===== src/rtl/bidir_bus_trans_arb.sv =====
// Registered bidirectional A<->B word mover with round-robin direction arbitration,
// burst limiting and bus-idle turnaround cycles between direction changes.
module bidir_bus_trans_arb #(
  parameter int WIDTH      = 6,
  parameter int MAXBURST   = 8,
  parameter int TURNAROUND = 1
) (
  input  logic             clock,
  input  logic             reset,
  input  logic [WIDTH-1:0] ain,
  input  logic             areq,
  input  logic [WIDTH-1:0] bin,
  input  logic             breq,
  input  logic             flowvalve,
  input  logic             noconflict,
  input  logic             prioritystatus,
  output logic [WIDTH-1:0] bout,
  output logic             bvalid,
  output logic [WIDTH-1:0] aout,
  output logic             avalid,
  output logic [1:0]       dirstatus,
  output logic             busy
);

  localparam logic [1:0] S_IDLE = 2'b00;
  localparam logic [1:0] S_ATOB = 2'b01;
  localparam logic [1:0] S_BTOA = 2'b10;
  localparam logic [1:0] S_TURN = 2'b11;

  localparam logic LAST_A = 1'b0;
  localparam logic LAST_B = 1'b1;

  localparam int CW = (MAXBURST < 2) ? 1 : $clog2(MAXBURST + 1);
  localparam int TW = (TURNAROUND < 2) ? 1 : $clog2(TURNAROUND + 1);

  localparam logic [CW-1:0] MAXC  = CW'(MAXBURST);
  localparam logic [CW-1:0] ONE   = CW'(1);
  localparam logic [TW-1:0] TLOAD = (TURNAROUND > 0) ? TW'(TURNAROUND - 1) : '0;

  logic [1:0]    state, state_n;
  logic [CW-1:0] count, count_n;
  logic [TW-1:0] tcnt, tcnt_n;
  logic          lastdir, lastdir_n;
  logic          pend_b, pend_b_n;
  logic          load_a, load_b;
  logic          ok;

  always_comb begin
    ok        = flowvalve & (noconflict | prioritystatus);
    state_n   = state;
    count_n   = count;
    tcnt_n    = tcnt;
    lastdir_n = lastdir;
    pend_b_n  = pend_b;
    load_a    = 1'b0;
    load_b    = 1'b0;

    unique case (state)
      S_IDLE: begin
        // A grant from IDLE moves the first word on the same edge.
        if (ok && (areq || breq)) begin
          count_n = ONE;
          if (areq && (!breq || lastdir == LAST_B)) begin
            state_n = S_ATOB;
            load_b  = 1'b1;
          end else begin
            state_n = S_BTOA;
            load_a  = 1'b1;
          end
        end
      end

      S_ATOB: begin
        if (ok) begin
          if (breq && (!areq || count == MAXC)) begin
            lastdir_n = LAST_A;
            if (TURNAROUND == 0) begin
              state_n = S_BTOA;
              load_a  = 1'b1;
              count_n = ONE;
            end else begin
              state_n  = S_TURN;
              tcnt_n   = TLOAD;
              pend_b_n = 1'b1;
              count_n  = '0;
            end
          end else if (!areq) begin
            state_n   = S_IDLE;
            lastdir_n = LAST_A;
            count_n   = '0;
          end else begin
            load_b  = 1'b1;
            count_n = (count == MAXC) ? ONE : count + 1'b1;
          end
        end
      end

      S_BTOA: begin
        if (ok) begin
          if (areq && (!breq || count == MAXC)) begin
            lastdir_n = LAST_B;
            if (TURNAROUND == 0) begin
              state_n = S_ATOB;
              load_b  = 1'b1;
              count_n = ONE;
            end else begin
              state_n  = S_TURN;
              tcnt_n   = TLOAD;
              pend_b_n = 1'b0;
              count_n  = '0;
            end
          end else if (!breq) begin
            state_n   = S_IDLE;
            lastdir_n = LAST_B;
            count_n   = '0;
          end else begin
            load_a  = 1'b1;
            count_n = (count == MAXC) ? ONE : count + 1'b1;
          end
        end
      end

      S_TURN: begin
        // Turnaround always runs to completion; ok only gates the first word after it.
        if (tcnt != '0) begin
          tcnt_n = tcnt - 1'b1;
        end else if (pend_b ? breq : areq) begin
          state_n = pend_b ? S_BTOA : S_ATOB;
          if (ok) begin
            count_n = ONE;
            load_a  = pend_b;
            load_b  = !pend_b;
          end else begin
            count_n = '0;
          end
        end else begin
          state_n = S_IDLE;
        end
      end
    endcase
  end

  always_ff @(posedge clock) begin
    if (reset) begin
      state   <= S_IDLE;
      count   <= '0;
      tcnt    <= '0;
      lastdir <= LAST_B;
      pend_b  <= 1'b0;
      bout    <= '0;
      aout    <= '0;
      bvalid  <= 1'b0;
      avalid  <= 1'b0;
      busy    <= 1'b0;
    end else begin
      state   <= state_n;
      count   <= count_n;
      tcnt    <= tcnt_n;
      lastdir <= lastdir_n;
      pend_b  <= pend_b_n;
      bvalid  <= load_b;
      avalid  <= load_a;
      busy    <= (state_n != S_IDLE);
      if (load_b) bout <= ain;
      if (load_a) aout <= bin;
    end
  end

  assign dirstatus = state;

endmodule


===== config.mk =====
export PLATFORM = sky130hd
export DESIGN_NAME = bidir_bus_trans_arb
export DESIGN_NICKNAME = d
export VERILOG_FILES = /design/src/rtl/bidir_bus_trans_arb.sv
export SDC_FILE = /design/constraint.sdc
export NUM_CORES = 1
export LEC_CHECK = 0
export CAP_MARGIN = 20
export CORE_ASPECT_RATIO = 0.75
export CORE_MARGIN = 4
export CORE_UTILIZATION = 30
export DETAILED_ROUTE_END_ITERATION = 16
export HOLD_SLACK_MARGIN = 0.15
export PLACE_DENSITY = 0.6
export SKIP_CTS_REPAIR_TIMING = 1
export SLEW_MARGIN = 25
export SYNTH_ARGS = -nofsm -noshare
export SYNTH_HDL_FRONTEND = slang
export SYNTH_SLANG_ARGS = --single-unit
export TNS_END_PERCENT = 20

===== constraint.sdc =====
create_clock -name clock -period 2.34 [get_ports clock]
set_clock_uncertainty 0.1 [all_clocks]
set_input_delay 0.585 -clock clock [delete_from_list [all_inputs] [get_ports clock]]
set_output_delay 0.585 -clock clock [all_outputs]
set_load 0.01 [all_outputs]

==> results.md, run 1 <==
* Clk sink count at 23
* Final hold violations at 0
* Setup CP Type: flip-flop to output port
* WL per Instance at 13.3 um
* Syn Inst Count at 153
* Cell accounting for the most synthesized area: dfxtp_1
* Gr ovfl total at 0
* Clock Latency Late Sink at 0.27 ns
* Post-DP HPWL at approximately 2600 um
* Top delay family on crit path: flip-flops
* Antenna fix cells at 0
* Layout fillers at 432
* Crit start category: flip-flop
* Post-synth EDFFs at 0
* Initial Util at 32.0%
* Syn. warnings at 0
* Worst-path fanout max at 15
* Area contributors post-synth: dfxtp_1, mux2i_1, nand2_1, a21oi_1, inv_1
* Worst path cell trace: clkdlybuf4s50_1
* Top cell type's share of synthesized area at 34.7%
* Reg area at 460 um^2
* DIE AREA at about 5600 um^2
* Post-route minimum period at 2.23 ns
* Largest net degree at the start of global routing at 26
* Leakage power total at 0.671 nW
* Num CTS Buffers at 3
* P&R area growth vs syn at 38.2%
* Critical Path Sink Type: output port
* Port bufs at 35
* Final Cell Area at 1840 um^2
* Most common cell after layout, fill and taps aside: clkdlybuf4s50_1
* Worst vdd ir at 0.000228 V
* Layout Nets at 216
* Endpoints failing setup at 0
* Netlist cell types at 51
* Antenna violations before repair at 0
* Asr flop ratio synth at 0%
* Antenna viol nets, final at 0
* Final Wtd Congestion at between 0.8 and 0.9
* Core Area at 4150 um^2
* Worst slew pin tran at 0.512 ns
* Sequential area share after synthesis at around a third
* Worst path slowest cell: dfxtp_1
* Die width at 84.9 um
* Mapped Area at 1330 um^2
* Root Buffer: clkbuf_8
* Outcome: finished, final reports clean
* Max Root-Sink Buffers at 2
* Rows at 20
* DRT Pass-1 Iters at 4
* WP data arrival at 1.55 ns
* Area post-placement at approximately 1800 um^2
* Die H at between 60 and 70 um
* Residual DRC at 0
* H-tree depth at 1
* FMAX at 448 MHz
* CP Buf/Inv Count at 1
* Starting DRT DRC Count at 75
* Worst slew margin at between 60 and 70%
* Total number of vias at 1239
* Max Cap Violations at 0
* Share of layout cells above drive strength 1 at 12.4%
* IO Pins at 36
* Final Slew Violations at 0
* PwrDens at 478 nW/um^2
* Syn_nets at 174
* Final Non-Filler Cells at about 250
* Global-route wire length before repair at 5550 um
* WL final at 3320 um
* Post-synth top flop: dfxtp_1
* Area of the multi-input gates at 786 um^2
* Class of the worst hold path: flip-flop to flip-flop
* Period utilisation layout at 95.4%
* GRT Util Overall at 12.4%
* Vias in the first global route at 1151
* Placed cells at 245
* Crit-path max cell delay at 0.65 ns
* Most frequent cells in the layout: clkdlybuf4s50_1, nand2_1, dfxtp_1
* RSZ-0062 raised after global routing: false
* Avg Cell Area, Syn at 8.68 um^2
* Setup TNS at 0 ns
* DR vias/cell at 4.98
* Yosys reg bits at 23
* Critical Path RT at 1.65 ns
* CTS tree: built
* Fin util at 44.2%
* Reg clk slew, reported paths at 0.08 ns
## flip-flops by register name, indices dropped and copies added (netlist names)
register and flops:
bvalid 1, lastdir 1, count 4, aout 6, bout 6, busy 1, avalid 1, dirstatus 2
pend_b 1
## per-layer routing
layer	part of all wire [%]	global-route usage, %	vias to the layer above	routed length (um)
li1	-	-	634	-
met1	49	16.7	571	1620
met2	44	19.2	30	1470
met3	5.0	2.63	4	165
met4	1.7	4.94	0	56
met5	0	0	-	0
## worst paths after layout
check                           from                    end  slack (ns)  cells after the start
max          dirstatus[0]$_SDFF_PP0_           dirstatus[0]        0.11                      1
min             aout[4]$_SDFFE_PP0P_   aout[4]$_SDFFE_PP0P_        0.36                      2
max reg2reg  dirstatus[1]$_SDFF_PP0_  count[3]$_SDFFE_PP0P_        0.41                      5
min reg2reg     aout[4]$_SDFFE_PP0P_   aout[4]$_SDFFE_PP0P_        0.36                      2
## cells by family after synthesis
logic type | synth area share [%]
AO/OA/AOI/OAI | 19.0
XOR/XNOR | 0.659
adder cells (fa/ha/maj) | 1.88
buffers and inverters | 6.21
flip-flops | 34.7
multiplexers | 10.9
AND/OR/NAND/NOR | 26.6
## synthesized netlist by cell type, types with 2 or more instances
cell	count
nand2_1	29
dfxtp_1	23
mux2i_1	13
inv_1	7
nor2_1	7
a21oi_1	6
nand3_1	4
buf_2	3
clkbuf_1	3
nand2b_1	3
nand3b_1	3
o21ai_0	3
o22ai_1	3
a211oi_1	2
a31oi_1	2
and2_1	2
and4b_1	2
buf_4	2
ha_1	2
nand4b_1	2
nor4_1	2
## report_power, final
part           total (mW)  internal [mW]  switching (mW)
Sequential          0.423          0.407          0.0154
Clock               0.250          0.119           0.131
Combinational       0.204          0.109          0.0953
Total               0.877          0.636           0.242
## through the flow
step	setup slack (ns)	power, mW	hold WS (ns)
6_report	0.107	0.877	0.360
3_3_place_gp	0.0477	0.634	0.344
4_1_cts	0.113	0.891	0.365
2_1_floorplan	0.522	0.544	0.379
3_5_place_dp	0.00989	0.638	0.354
5_1_grt	0.0254	0.926	0.386
## area by class of cell
cell class / count / area share [%]
repair buffers: 46 / 24.3
well taps: 55 / 3.75
clock buffers: 3 / 2.25
inverters: 8 / 1.63
flip-flops and latches: 23 / 25.1
multi-input cells: 113 / 42.8
clock inverters: 1 / 0.272
(Power assumes the default switching activity.)
==> run 2: changes to the inputs <==
Settings changed: CTS_BUF_LIST set to sky130_fd_sc_hd__clkbuf_8.
==> results of run 2 <==
The final DEF is identical to that of run 1; final timing and power are the same.
